==> src/rtl/uart_transmitter.sv <==
// FIFO-buffered UART transmitter (8N1) with a flop-driven serial line.
// Define UART_TX_PARITY_EN to add an even-parity bit between data bit 7 and stop (8E1).
module uart_transmitter #(
    parameter logic [15:0] WTIME      = 16'h28B0,
    parameter int          DEPTH_LOG2 = 2
) (
    input  logic       clk,
    input  logic       rst,
    input  logic       valid,
    input  logic [7:0] data,
    output logic       ready,
    output logic       tx,
    output logic       busy
);
    localparam int DEPTH = 2 ** DEPTH_LOG2;
    localparam logic [DEPTH_LOG2:0] FULL_CNT = (DEPTH_LOG2 + 1)'(DEPTH);
    // Reload value is one less than the bit period; periods below 2 clocks are clamped to 2.
    localparam logic [15:0] BIT_RELOAD = (WTIME < 16'd2) ? 16'd1 : (WTIME - 16'd1);

`ifdef UART_TX_PARITY_EN
    typedef enum logic [2:0] {IDLE = 3'd0, START = 3'd1, DATA = 3'd2, PARITY = 3'd3, STOP = 3'd4} state_t;
`else
    typedef enum logic [2:0] {IDLE = 3'd0, START = 3'd1, DATA = 3'd2, STOP = 3'd4} state_t;
`endif

    function automatic logic even_parity(input logic [7:0] b);
        return ^b;
    endfunction

    logic [7:0]            mem_r [DEPTH];
    logic [DEPTH_LOG2-1:0] wr_ptr_r;
    logic [DEPTH_LOG2-1:0] rd_ptr_r;
    logic [DEPTH_LOG2:0]   count_r;
    logic                  push_s;
    logic                  pop_s;
    logic                  full_s;
    logic                  empty_s;

    state_t      state_r, state_s;
    logic [15:0] timer_r, timer_s;
    logic [2:0]  bit_idx_r, bit_idx_s;
    logic [7:0]  shift_r, shift_s;
    logic        tx_r, tx_s;

    assign full_s  = (count_r == FULL_CNT);
    assign empty_s = (count_r == '0);
    assign ready   = ~full_s & ~rst;
    assign push_s  = valid & ready;
    assign tx      = tx_r;
    assign busy    = (state_r != IDLE) | ~empty_s;

    // FIFO storage write port; contents need no reset because occupancy gates every read.
    always_ff @(posedge clk) begin
        if (push_s) begin
            mem_r[wr_ptr_r] <= data;
        end
    end

    // FIFO pointers and occupancy; simultaneous push and pop leave the count unchanged.
    always_ff @(posedge clk) begin
        if (rst) begin
            wr_ptr_r <= '0;
            rd_ptr_r <= '0;
            count_r  <= '0;
        end else begin
            if (push_s) begin
                wr_ptr_r <= wr_ptr_r + DEPTH_LOG2'(1);
            end
            if (pop_s) begin
                rd_ptr_r <= rd_ptr_r + DEPTH_LOG2'(1);
            end
            case ({push_s, pop_s})
                2'b10:   count_r <= count_r + (DEPTH_LOG2 + 1)'(1);
                2'b01:   count_r <= count_r - (DEPTH_LOG2 + 1)'(1);
                default: count_r <= count_r;
            endcase
        end
    end

    // Shifter state register; tx is the registered copy of the next line level.
    always_ff @(posedge clk) begin
        if (rst) begin
            state_r   <= IDLE;
            timer_r   <= 16'd0;
            bit_idx_r <= 3'd0;
            shift_r   <= 8'd0;
            tx_r      <= 1'b1;
        end else begin
            state_r   <= state_s;
            timer_r   <= timer_s;
            bit_idx_r <= bit_idx_s;
            shift_r   <= shift_s;
            tx_r      <= tx_s;
        end
    end

    // Next-state logic: each bit lasts until the down-counter reaches zero.
    always_comb begin
        state_s   = state_r;
        timer_s   = timer_r;
        bit_idx_s = bit_idx_r;
        shift_s   = shift_r;
        tx_s      = tx_r;
        pop_s     = 1'b0;
        case (state_r)
            IDLE: begin
                if (!empty_s) begin
                    pop_s     = 1'b1;
                    state_s   = START;
                    tx_s      = 1'b0;
                    timer_s   = BIT_RELOAD;
                    shift_s   = mem_r[rd_ptr_r];
                    bit_idx_s = 3'd0;
                end else begin
                    tx_s    = 1'b1;
                    timer_s = 16'd0;
                end
            end
            START: begin
                if (timer_r == 16'd0) begin
                    state_s   = DATA;
                    tx_s      = shift_r[0];
                    timer_s   = BIT_RELOAD;
                    bit_idx_s = 3'd0;
                end else begin
                    timer_s = timer_r - 16'd1;
                end
            end
            DATA: begin
                if (timer_r == 16'd0) begin
                    timer_s = BIT_RELOAD;
                    if (bit_idx_r == 3'd7) begin
`ifdef UART_TX_PARITY_EN
                        state_s = PARITY;
                        tx_s    = even_parity(shift_r);
`else
                        state_s = STOP;
                        tx_s    = 1'b1;
`endif
                    end else begin
                        bit_idx_s = bit_idx_r + 3'd1;
                        tx_s      = shift_r[bit_idx_r + 3'd1];
                    end
                end else begin
                    timer_s = timer_r - 16'd1;
                end
            end
`ifdef UART_TX_PARITY_EN
            PARITY: begin
                if (timer_r == 16'd0) begin
                    state_s = STOP;
                    tx_s    = 1'b1;
                    timer_s = BIT_RELOAD;
                end else begin
                    timer_s = timer_r - 16'd1;
                end
            end
`endif
            STOP: begin
                if (timer_r == 16'd0) begin
                    // Chain straight into the next start bit when more bytes are queued.
                    if (!empty_s) begin
                        pop_s     = 1'b1;
                        state_s   = START;
                        tx_s      = 1'b0;
                        timer_s   = BIT_RELOAD;
                        shift_s   = mem_r[rd_ptr_r];
                        bit_idx_s = 3'd0;
                    end else begin
                        state_s = IDLE;
                        tx_s    = 1'b1;
                        timer_s = 16'd0;
                    end
                end else begin
                    timer_s = timer_r - 16'd1;
                end
            end
            default: begin
                state_s   = IDLE;
                tx_s      = 1'b1;
                timer_s   = 16'd0;
                bit_idx_s = 3'd0;
            end
        endcase
    end

endmodule

==> config.mk <==
export PLATFORM = sky130hd
export DESIGN_NAME = uart_transmitter
export DESIGN_NICKNAME = d
export VERILOG_FILES = /design/src/rtl/uart_transmitter.sv
export SDC_FILE = /design/constraint.sdc
export NUM_CORES = 1
export LEC_CHECK = 0
export ABC_AREA = 1
export BUFFER_PORTS_ARGS = -buffer_cell sky130_fd_sc_hd__buf_2
export CORE_ASPECT_RATIO = 1.4
export CORE_UTILIZATION = 63
export CTS_CLUSTER_SIZE = 12
export DETAILED_ROUTE_END_ITERATION = 10
export GPL_ROUTABILITY_DRIVEN = 1
export HOLD_SLACK_MARGIN = 0.12
export PLACE_DENSITY = 0.91
export SETUP_SLACK_MARGIN = 0.4
export SLEW_MARGIN = 20
export SYNTH_ARGS = -nofsm -noshare
export SYNTH_HDL_FRONTEND = slang
export SYNTH_SLANG_ARGS = --single-unit
==> constraint.sdc <==
create_clock -name clk -period 3.6 [get_ports clk]
set_input_delay 0.54 -clock clk [delete_from_list [all_inputs] [get_ports clk]]
set_output_delay 0.54 -clock clk [all_outputs]
set_load 0.01 [all_outputs]
==> results of run 1 <==
-- metrics by stage --
stage,instance area (um^2),power (mW)
global placement,3385,2.504
floorplan,3276,2.307
finish,3588,3.234
global route,3588,3.479
CTS,3588,3.238
detailed placement,3385,2.571
-- per-layer routing --
| metal | share of wire | GRT usage |
|---|---|---|
| met1 | 0.38 | 0.2464 |
| met2 | 0.55 | 0.5005 |
| met3 | 0.035 | 0.04188 |
| met4 | 0.032 | 0.1797 |
| met5 | 0 | 0 |
-- state kept, by name, indices dropped and copies added, names as in the netlist, named ones only --
register and flops:
state_r 3, wr_ptr_r 2, count_r 3, tx 1, rd_ptr_r 2, timer_r 16, mem_r 32, shift_r 8
bit_idx_r 3
-- cell type report --
cell class	count	area, um^2	area share
inverters	35	131.4	0.03661
flip-flops and latches	72	1762	0.4909
clock buffers	9	123.9	0.03452
clock inverters	7	80.08	0.02232
well taps	64	80.08	0.02232
repair buffers	13	65.06	0.01813
multi-input cells	267	1346	0.3752
-- cells in the mapped netlist, drive strengths merged --
cell    instances  share of area
nand2          71          0.087
or2             3         0.0057
nor2           79          0.099
edfxtp         32           0.29
nand3          25          0.041
clkbuf          2         0.0023
xor2            6          0.016
xnor2           4          0.011
nor3            4         0.0061
o22ai           8          0.015
a31oi           1         0.0019
ha              9          0.034
dfxtp          40           0.24
fa              1         0.0061
buf             4         0.0088
o21ai          32          0.049
a21oi          19          0.029
inv            35          0.040
nand3b          1         0.0023
nand4           4         0.0076
-- worst max-delay path, stage by stage (launching register included) --
cell and delay (ns):
dfxtp_1 0.31, inv_1 0.12, ha_1 0.21, inv_1 0.04, nor2_1 0.10, nand2_1 0.08
nor2_2 0.12, nand2_4 0.10, nand2_2 0.09, nand2_2 0.14, inv_2 0.20, ha_1 0.17
inv_1 0.07, fa_1 0.39, a21oi_1 0.17, o21ai_0 0.13, o21ai_0 0.18, a21oi_1 0.05
-- kinds of logic (layout without fill, tap and decap cells) --
family	after synthesis	count (layout)
AO/OA/AOI/OAI	60	60
XOR/XNOR	10	10
adder cells (fa/ha/maj)	10	10
buffers and inverters	41	64
flip-flops	72	72
AND/OR/NAND/NOR	187	187
-- power by group through the flow --
stage / Sequential, mW / Clock (mW) / Combinational (mW)
final: 1.15 / 0.652 / 1.43
after global routing: 1.17 / 0.685 / 1.62
after CTS: 1.15 / 0.658 / 1.43
after detailed placement: 1.17 / 0 / 1.40
after global placement: 1.16 / 0 / 1.34
after floorplan: 1.12 / 0 / 1.18
-- path summary, 6_finish.rpt --
| kind | startpoint | end | cells after the start |
|---|---|---|---|
| worst min-delay path | data[4] | mem_r[3][4]$_DFFE_PP_ | 1 |
| worst max-delay path | timer_r[0]$_SDFF_PP0_ | count_r[2]$_SDFFE_PP0P_ | 17 |
| worst min register to register | timer_r[15]$_SDFF_PP0_ | timer_r[15]$_SDFF_PP0_ | 2 |
| worst max register to register | timer_r[0]$_SDFF_PP0_ | count_r[2]$_SDFFE_PP0P_ | 17 |
==> qor.yml, run 1 <==
place:
  io_buffers: 13
  detailed_placement_wirelength_estimate_um: 4422
  dpl_cells: 451
  place_ws_ns: 0.8554
  gp_congestion: 0.8705
finish:
  instances_no_fill: 467
  fillers: 357
  final_cell_mix: "nor2_1, nand2_1, dfxtp_1"
  fin_nets: 419
  area_growth_syn_to_layout_pct: 9.549
  most_frequent_standard_cell_in_the_layout_excluding_fill_and_tap_cells: "nor2_1"
  drive_gt1_frac: 0.1191
  fin_util: 0.7298
  antenna_cells_inserted: 0
floorplan:
  design.die.area_mm2: 0.005496
  die_width_um: 62.94
  floorplan.io_pins: 14
  core_area_mm2: 0.004917
  row_count: 30
  start_util: 0.6662
  chipHeight_um: 87.32
synth:
  synth_area_per_cell_um2: 8.620
  total_number_of_yosys_warnings: 0
  mapped_cell_area_mm2: 0.003276
  synth_simple_gate_area_frac: 0.2487
  syn_inst: 380
  synth_seq_cells: 72
  compound_gate_portion_of_the_synthesized_area: 0.09511
  post_synth_fa_ha_maj_area_fraction: 0.04049
  postSynthNetCount: 401
  post_synth_xor_area_fraction: 0.02674
  seq_area_frac_synth: 0.5378
  synth_top_family_by_area: "simple AND/OR/NAND/NOR gates"
  count_of_cell_types_in_the_netlist: 29
  post_synth_mux_area_share: 0
grt:
  grt_start_max_net_pins: 19
  grt_usage: 0.2596
  vias_in_the_first_global_route: 2494
  grt_pass1_wl_um: 10610
  antenna_violations_before_repair: 0
  grt_overflow: 0
pwr:
  ir_worst_vdd_mv: 0.6256
  internal_power_mw: 1.840
  power_frac_comb: 0.442
  sequential_share_of_power: 0.356
  net_switching_share_of_the_total_power: 0.4312
  power-per-cell-area_mw_per_mm2: 901.3
  switching_power_mw: 1.395
  power.leakage_nw: 1.479
  clock_power_share: 0.202
sta:
  max_slew.worst_pin.slew_ns: 0.8045
  postLayoutSetupSlackWorst_ns: 0.8045
  setup_viol: 0
  tns_ns: 0
  min_period_ns: 2.796
  fin_worst_hold_slack_ns: 0.3896
  timing.final.max_slew_violations: 0
  max_freq_mhz: 357.7
  report.final.hold_viol_count: 0
  grt_setup_unrepaired: "no"
  fin_crit_sh: 0.7765
  relSlewSlack: 0.4617
  clock_skew_ns: 0.009485
worst_setup_path:
  worst-endpoint-arrival_ns: 3.04
  r2r_setup_slack_ns: 0.80
  crit_path_kind: "reg -> reg"
  worstPathRequired_ns: 3.84
  critPathCaptureType: "flop"
  crit_path_max_fanout: 11
  worst_setup_path_start_kind: "flop"
detailed_routing:
  vias_per_cell: 5.527
  initialDrtViolationCount: 121
  ant_nets: 0
  detailedRoute.firstPassIterationCount: 4
  wirelength_um: 6510
  via_count: 2581
  drc: 0
  detail_route.wl_per_cell_um: 13.94
hold_path:
  worst_hold_path_type: "in -> reg"
clock_network:
  worst_skew_pair.late_latency_ns: 0.35
  numCtsBuffers: 9
  cts_tree: "done"
  ctsHtreeMaxLevel: 3
  clkSinkCount: 72
  clock-root-buffer: "clkbuf_8"
  postCtsSetupBuffers: 0
  clk_transition_reported_paths_ns: 0.08
  post_cts_resize_count: 0
  cts_hold_buffers: 0
  cts.path.max_buffers: 2
run_status:
  run_status: "finished clean"
run:
  cap_violations: 0
(Power assumes the default switching activity.)
==> inputs of run 2 (changes only) <==
Settings changed: CORE_UTILIZATION 63 to 61, PLACE_DENSITY 0.91 to 0.89.
Clock period 3.6 ns to 2.9 ns, I/O delays scaled along.
==> run 2 against run 1 <==
- utilization fell by 1.4 points
- sequential power increased by 25%
- clock skew up 0.00083 ns
- flip-flop and latch count unchanged
- setup slack got worse by 0.30 ns
- worst hold slack got worse by 0.11 ns
- wire length is 2.4% lower
- non-clock buffer count grew 11
- maximum frequency up 16%
- largest cell class unchanged
- largest power group unchanged
- highest routed layer unchanged
==> qor.yml, run 2 (synthesized netlist as in run 1, its figures left out) <==
finish:
  instances_no_fill: 480  # +2.8%
  largest_reg_flops: 32  # unchanged
  max_flop_register: "mem_r"
  post-route-cell-area_mm2: 0.003692  # +2.9%
  most_frequent_standard_cell_in_the_layout_excluding_fill_and_tap_cells: "nor2_1"
  antenna_cells_inserted: 0  # unchanged
  top_regs: "mem_r x32, timer_r x16, shift_r x8"
  fin_nets: 430  # +2.6%
  area_growth_syn_to_layout_pct: 12.72
  final_cell_mix: "nor2_1, nand2_1, dfxtp_1"
  drive_gt1_frac: 0.1498  # +0.03065
place:
  dpl_cells: 457  # +1.3%
  place_ws_ns: 0.2731  # -0.5823 ns
  gp_congestion: 0.8874  # +1.9%
  placement.cell_area_mm2: 0.003417  # +0.96%
  io_buffers: 13  # unchanged
  detailed_placement_wirelength_estimate_um: 4269  # -3.5%
floorplan:
  design.die.area_mm2: 0.005671  # +3.2%
  die_width_um: 63.93  # +1.6%
  chipHeight_um: 88.71  # +1.6%
  start_util: 0.6350  # -0.03118
  row_count: 31  # +3.3%
  core_area_mm2: 0.005159  # +4.9%
  floorplan.io_pins: 14  # unchanged
worst_setup_path:
  crit_path_kind: "reg -> reg"
  number_of_cell_instances_on_the_worst_register_to_register_path: 17  # unchanged
  path_cells: "inv_2, ha_2, inv_1, nor2_1, nand2_1, nor2_2, nand2_4, nand2_2, nand2_4, inv_4, ha_1, inv_1, fa_2, a21oi_1, o21ai_1, o21ai_1, a21oi_1"
  worst_setup_path_start_kind: "flop"
  worstPathRequired_ns: 3.15  # -0.69 ns
  r2r_setup_slack_ns: 0.50  # -0.30 ns
  cp.buffers_inverters: 4  # unchanged
  critPathCaptureType: "flop"
  critical_path.reg2reg.endpoint: "count_r[2]$_SDFFE_PP0P_"
  worst-endpoint-arrival_ns: 2.65  # -0.39 ns
  crit_path_max_fanout: 6  # -5
  timing.critical_path.max_delay_family: "adder cells"
  max_stage_delay_ns: 0.34  # -0.05 ns
  source_of_the_worst_register_to_register_timing_path: "timer_r[0]$_SDFF_PP0_"
  crit_slowest_cell: "fa_2"
pwr:
  power-per-cell-area_mw_per_mm2: 1130  # +25%
  report.power.total_mw: 4.173  # +29%
  power.leakage_nw: 1.539  # +4.0%
  ir_worst_vdd_mv: 0.5379  # -14%
clock_network:
  cts_tree: "done"
  worst_skew_pair.late_latency_ns: 0.36  # about the same
  numCtsBuffers: 9  # unchanged
  cts.path.max_buffers: 2  # unchanged
  ctsHtreeMaxLevel: 3  # unchanged
  cts_hold_buffers: 0  # unchanged
  clock-root-buffer: "clkbuf_8"
  clk_transition_reported_paths_ns: 0.09  # about the same
  clkSinkCount: 72  # unchanged
sta:
  setup_viol: 0  # unchanged
  grt_setup_unrepaired: "no"
  fin_crit_sh: 0.8275  # +0.05095
  tns_ns: 0  # unchanged
  postLayoutSetupSlackWorst_ns: 0.5003  # -0.3042 ns
  timing.final.max_slew_violations: 0  # unchanged
  max_freq_mhz: 416.7  # +16%
  max_slew.worst_pin.slew_ns: 0.5320  # -0.2725 ns
  relSlewSlack: 0.6449  # +0.1831
  clock_skew_ns: 0.01032  # +0.0008308 ns
  min_period_ns: 2.400  # -0.3958 ns
  report.final.hold_viol_count: 0  # unchanged
detailed_routing:
  ant_nets: 0  # unchanged
  drc: 0  # unchanged
  detail_route.wl_per_cell_um: 13.24  # -5.0%
  detailedRoute.firstPassIterationCount: 4  # unchanged
  wirelength_um: 6355  # -2.4%
  vias_per_cell: 5.335  # -3.5%
  initialDrtViolationCount: 187  # +55%
  via_count: 2561  # -0.77%
grt:
  grt_overflow: 0  # unchanged
  grt_pass1_wl_um: 10390  # -2.0%
  grt_usage: 0.2496  # -0.009969
  antenna_violations_before_repair: 0  # unchanged
  grt_start_max_net_pins: 19  # unchanged
  vias_in_the_first_global_route: 2449  # -1.8%
hold_path:
  min_to: "mem_r[0][4]$_DFFE_PP_"
  worst_hold_path_type: "in -> reg"
  hold-path-cell-count: 1  # unchanged
  startpoint_of_the_lowest_slack_hold_path: "data[4]"
run_status:
  run_status: "finished clean"
run:
  cap_violations: 0  # unchanged
[run 2: cell count changes in the layout (fill, tap and decap cells not counted), sizes merged]
cell	change
buf	+11
clkinvlp	-1
clkinv	-2
inv	+3
[run 2: worst register-to-register path: cells and delay by family (launching register included)]
kind | cells | cell delay (ns)
compound gates | 4 | 0.43
fa+ha+maj | 3 | 0.67
buf+inv | 4 | 0.29
flops | 1 | 0.33
simple gates | 6 | 0.58
[run 2: final cells by class]
type,count,area [um^2]
Multi-Input combinational cell,267,1356
Sequential cell,72,1762
Timing Repair Buffer,24,147.6
Inverter,35,133.9
Clock inverter,7,86.33
Tap cell,66,82.58
Clock buffer,9,123.9
Fill cell,383,1466
[run 2: metrics by stage]
step / util / hold WS [ns]
global route: 0.7157 / 0.2668
CTS: 0.7060 / 0.2653
global placement: 0.6624 / 0.4600
detailed placement: 0.6624 / 0.4685
floorplan: - / 0.4438
finish: 0.7157 / 0.2831
[run 2: report_power, final]
group	total [mW]	leakage (nW)	switching (mW)	internal, mW
registers	1.44	0.620	0.177	1.26
logic	1.90	0.815	1.18	0.720
clock network	0.841	0.104	0.425	0.416
[run 2: what timing repair did]
action,in CTS,in global routing
resized for setup,2,5
pin swaps,0,2
hold endpoints to repair,0,0
buffers inserted,1,6
setup endpoints to repair,1,1
[run 2: worst max path at each step]
| stage | start | cells past startpoint | end |
|---|---|---|---|
| after global routing | timer_r[0]$_SDFF_PP0_ | 17 | count_r[2]$_SDFFE_PP0P_ |
| after detailed placement | timer_r[0]$_SDFF_PP0_ | 17 | count_r[2]$_SDFFE_PP0P_ |
| after CTS | timer_r[0]$_SDFF_PP0_ | 17 | count_r[2]$_SDFFE_PP0P_ |
| after floorplan | timer_r[0]$_SDFF_PP0_ | 18 | count_r[2]$_SDFFE_PP0P_ |
| after global placement | timer_r[0]$_SDFF_PP0_ | 17 | count_r[2]$_SDFFE_PP0P_ |
| final | timer_r[0]$_SDFF_PP0_ | 17 | count_r[2]$_SDFFE_PP0P_ |
[run 2: per-layer routing]
layer	track usage	part of all wire
met4	0.1508	0.022
met3	0.06186	0.031
met2	0.4729	0.54
met1	0.2417	0.40
met5	0	0
==> inputs of run 3 (changes only) <==
Settings changed: ABC_AREA 1 to 0, CORE_UTILIZATION 61 to 55, PLACE_DENSITY 0.89 to 0.85.
Clock period 2.9 ns to 1.9 ns, I/O delays scaled along.
==> run 3 against run 2 <==
- the run now ends with setup timing left
- critical path type unchanged
- synthesized area rose by 0.46%
- setup slack lost 0.90 ns
- clock skew fell by 0.00083 ns
- combinational power increased by 100%
- worst hold slack worse by 0.15 ns
==> qor.yml, run 3 <==
floorplan:
  design.die.area_mm2: 0.006300  # +11%
  floorplan.io_pins: 14  # unchanged
  row_count: 33  # +6.5%
  core_area_mm2: 0.005822  # +13%
  chipHeight_um: 93.52  # +5.4%
  die_width_um: 67.37  # +5.4%
  start_util: 0.5652  # -0.06975
clock_network:
  clkSinkCount: 72  # unchanged
  clk_transition_reported_paths_ns: 0.09  # about the same
  cts_tree: "done"
  ctsHtreeMaxLevel: 3  # unchanged
  numCtsBuffers: 9  # unchanged
  clock-root-buffer: "clkbuf_8"
  worst_skew_pair.late_latency_ns: 0.36  # about the same
  cts.path.max_buffers: 2  # unchanged
grt:
  groute.layer.met1.usage: 0.2446  # +0.002903
  grt_usage: 0.2579  # +0.008366
  grtUsageMet3: 0.07439  # +0.01253
  vias_in_the_first_global_route: 2630  # +7.4%
  antenna_violations_before_repair: 0  # unchanged
  grt_overflow: 0  # unchanged
  gr-max-usage-layer: "met2"
  groute.layer.met2.usage: 0.4700  # -0.002921
  grt_start_max_net_pins: 23  # +4
  grt_pass1_wl_um: 11630  # +12%
synth:
  total_number_of_yosys_warnings: 0  # unchanged
  syn_inst: 285  # -25%
  seq_area_frac_synth: 0.5354  # -0.002454
  mapped_cell_area_mm2: 0.003291  # +0.46%
  synth_async_sr_flop_share: 0  # unchanged
  synth_enable_flop_cells: 32  # unchanged
  synth.cells.most_frequent: "dfxtp_1, edfxtp_1, nand2_1, nor2_1, inv_1"
  synth_area_leaders: "edfxtp_1, dfxtp_1, mux4_2"
  postSynthNetCount: 306  # -24%
  synth_seq_cells: 72  # unchanged
  yosysMostFrequentCell: "dfxtp_1"
  synth_area_per_cell_um2: 11.55  # +34%
  synthDominantAreaCellType: "edfxtp_1"
  yosysTopAreaCellShare: 0.2920  # -0.001338
  ys.flop_type: "dfxtp_1"
  count_of_cell_types_in_the_netlist: 58  # +100%
hold_path:
  hold-path-cell-count: 1  # unchanged
  min_to: "mem_r[2][4]$_DFFE_PP_"
  startpoint_of_the_lowest_slack_hold_path: "data[4]"
  worst_hold_path_type: "in -> reg"
pwr:
  power-per-cell-area_mw_per_mm2: 1668  # +48%
  power.leakage_nw: 1.695  # +10%
  ir_worst_vdd_mv: 1.023  # +90%
  report.power.total_mw: 7.172  # +72%
sta:
  min_period_ns: 2.303  # -0.09653 ns
  fin_crit_sh: 1.212  # +0.3847
  report.final.hold_viol_count: 0  # unchanged
  grt_setup_unrepaired: "yes"
  relSlewSlack: 0.4805  # -0.1643
  max_slew.worst_pin.slew_ns: 0.7740  # +0.2420 ns
  postLayoutSetupSlackWorst_ns: -0.4032  # -0.9035 ns
  setup_viol: 27  # +27
  max_freq_mhz: 434.2  # +4.2%
  timing.final.max_slew_violations: 0  # unchanged
  tns_ns: -7.926  # -7.926 ns
  clock_skew_ns: 0.009483  # -0.0008328 ns
  fin_worst_hold_slack_ns: 0.1324  # -0.1507 ns
place:
  gp_congestion: 0.8211  # -7.5%
  io_buffers: 13  # unchanged
  detailed_placement_wirelength_estimate_um: 4574  # +7.1%
  placement.cell_area_mm2: 0.003722  # +8.9%
run_status:
  failed_checks: "setup timing"
  run_status: "finished with violations"
detailed_routing:
  drc: 0  # unchanged
  detailedRoute.firstPassIterationCount: 4  # unchanged
  ant_nets: 0  # unchanged
  initialDrtViolationCount: 116  # -38%
  wirelength_um: 7556  # +19%
  vias_per_cell: 5.875  # +10%
  detail_route.wl_per_cell_um: 17.49  # +32%
  via_count: 2538  # -0.90%
finish:
  antenna_cells_inserted: 0  # unchanged
  post-route-cell-area_mm2: 0.004300  # +16%
  largest_reg_flops: 32  # unchanged
  fin_nets: 378  # -12%
  most_frequent_standard_cell_in_the_layout_excluding_fill_and_tap_cells: "buf_4"
  top_regs: "mem_r x32, timer_r x16, shift_r x8"
  max_flop_register: "mem_r"
  final_cell_mix: "buf_4, dfxtp_1, edfxtp_1"
  area_growth_syn_to_layout_pct: 30.68
  drive_gt1_frac: 0.4061  # +0.2563
worst_setup_path:
  r2r_setup_slack_ns: -0.40  # -0.90 ns
  worst_setup_path_start_kind: "flop"
  critPathCaptureType: "flop"
  crit_path_max_fanout: 2  # -4
  worst-endpoint-arrival_ns: 2.59  # -0.06 ns
  source_of_the_worst_register_to_register_timing_path: "timer_r[1]$_SDFF_PP0_"
  critical_path.reg2reg.endpoint: "count_r[2]$_SDFFE_PP0P_"
  worstPathRequired_ns: 2.19  # -0.96 ns
  number_of_cell_instances_on_the_worst_register_to_register_path: 12  # -5
  crit_path_kind: "reg -> reg"
run:
  cap_violations: 0  # unchanged
[run 3: power breakdown]
| group | switching [mW] | internal (mW) |
|---|---|---|
| clock | 0.653 | 0.510 |
| sequential | 0.207 | 1.91 |
| combinational | 1.85 | 2.05 |
[run 3: area by class of cell]
type                            instances  area (um^2)
Clock buffer                            9        123.9
Sequential cell                        72         1769
Multi-Input combinational cell        181         1575
Fill cell                             355         1521
Clock inverter                          7        65.06
Tap cell                               70        87.58
Timing Repair Buffer                   74        605.6
Inverter                               19        73.82
[run 3: layer usage]
layer,vias up,part of all wire
met1,1242,0.35
met3,24,0.037
li1,1205,-
met2,67,0.58
met5,-,0
met4,0,0.032
[run 3: cells by family after synthesis]
group                      Yosys count  synth area share
DFF                                 72            0.5354
AOI/OAI and AO/OA                   51            0.1099
adders and majority gates           10           0.04031
buffers and inverters               32           0.04487
and+or+nand+nor                     86            0.1388
xor gates and xnor gates            13           0.03460
muxes                               21           0.09620
[run 3: how the worst max path moves through the flow]
stage	from	end	slack [ns]	depth (start not counted)
3_5_place_dp	timer_r[1]$_SDFF_PP0_	count_r[2]$_SDFFE_PP0P_	-0.38	12
3_3_place_gp	timer_r[1]$_SDFF_PP0_	count_r[2]$_SDFFE_PP0P_	-0.31	12
5_1_grt	timer_r[1]$_SDFF_PP0_	count_r[2]$_SDFFE_PP0P_	-0.50	12
2_1_floorplan	timer_r[9]$_SDFF_PP0_	count_r[2]$_SDFFE_PP0P_	-0.46	11
6_report	timer_r[1]$_SDFF_PP0_	count_r[2]$_SDFFE_PP0P_	-0.40	12
4_1_cts	timer_r[1]$_SDFF_PP0_	count_r[2]$_SDFFE_PP0P_	-0.40	12
[run 3: critical path: stages (launching register included)]
cell     delay [ns]
dfxtp_2        0.33
inv_2          0.07
ha_4           0.13
nor4b_4        0.21
and4_4         0.28
o21ai_2        0.08
inv_4          0.08
ha_4           0.12
inv_2          0.03
fa_2           0.32
xor2_1         0.15
or3_1          0.30
a21oi_1        0.12
[run 3: per-stage QoR]
step	util	setup slack (ns)	std cells
global placement	0.6394	-0.3127	393
global route	0.7387	-0.4982	432
floorplan	-	-0.4569	285
CTS	0.7161	-0.3985	427
finish	0.7387	-0.4032	432
detailed placement	0.6394	-0.3757	393
[run 3: what timing repair did]
item | in CTS | in global routing
pin swaps | 10 | 7
setup endpoints to repair | 71 | 73
hold buffers | 0 | 1
setup buffers | 17 | 4
hold endpoints to repair | 0 | 4
gates resized for setup | 29 | 20
gates cloned | 1 | 0
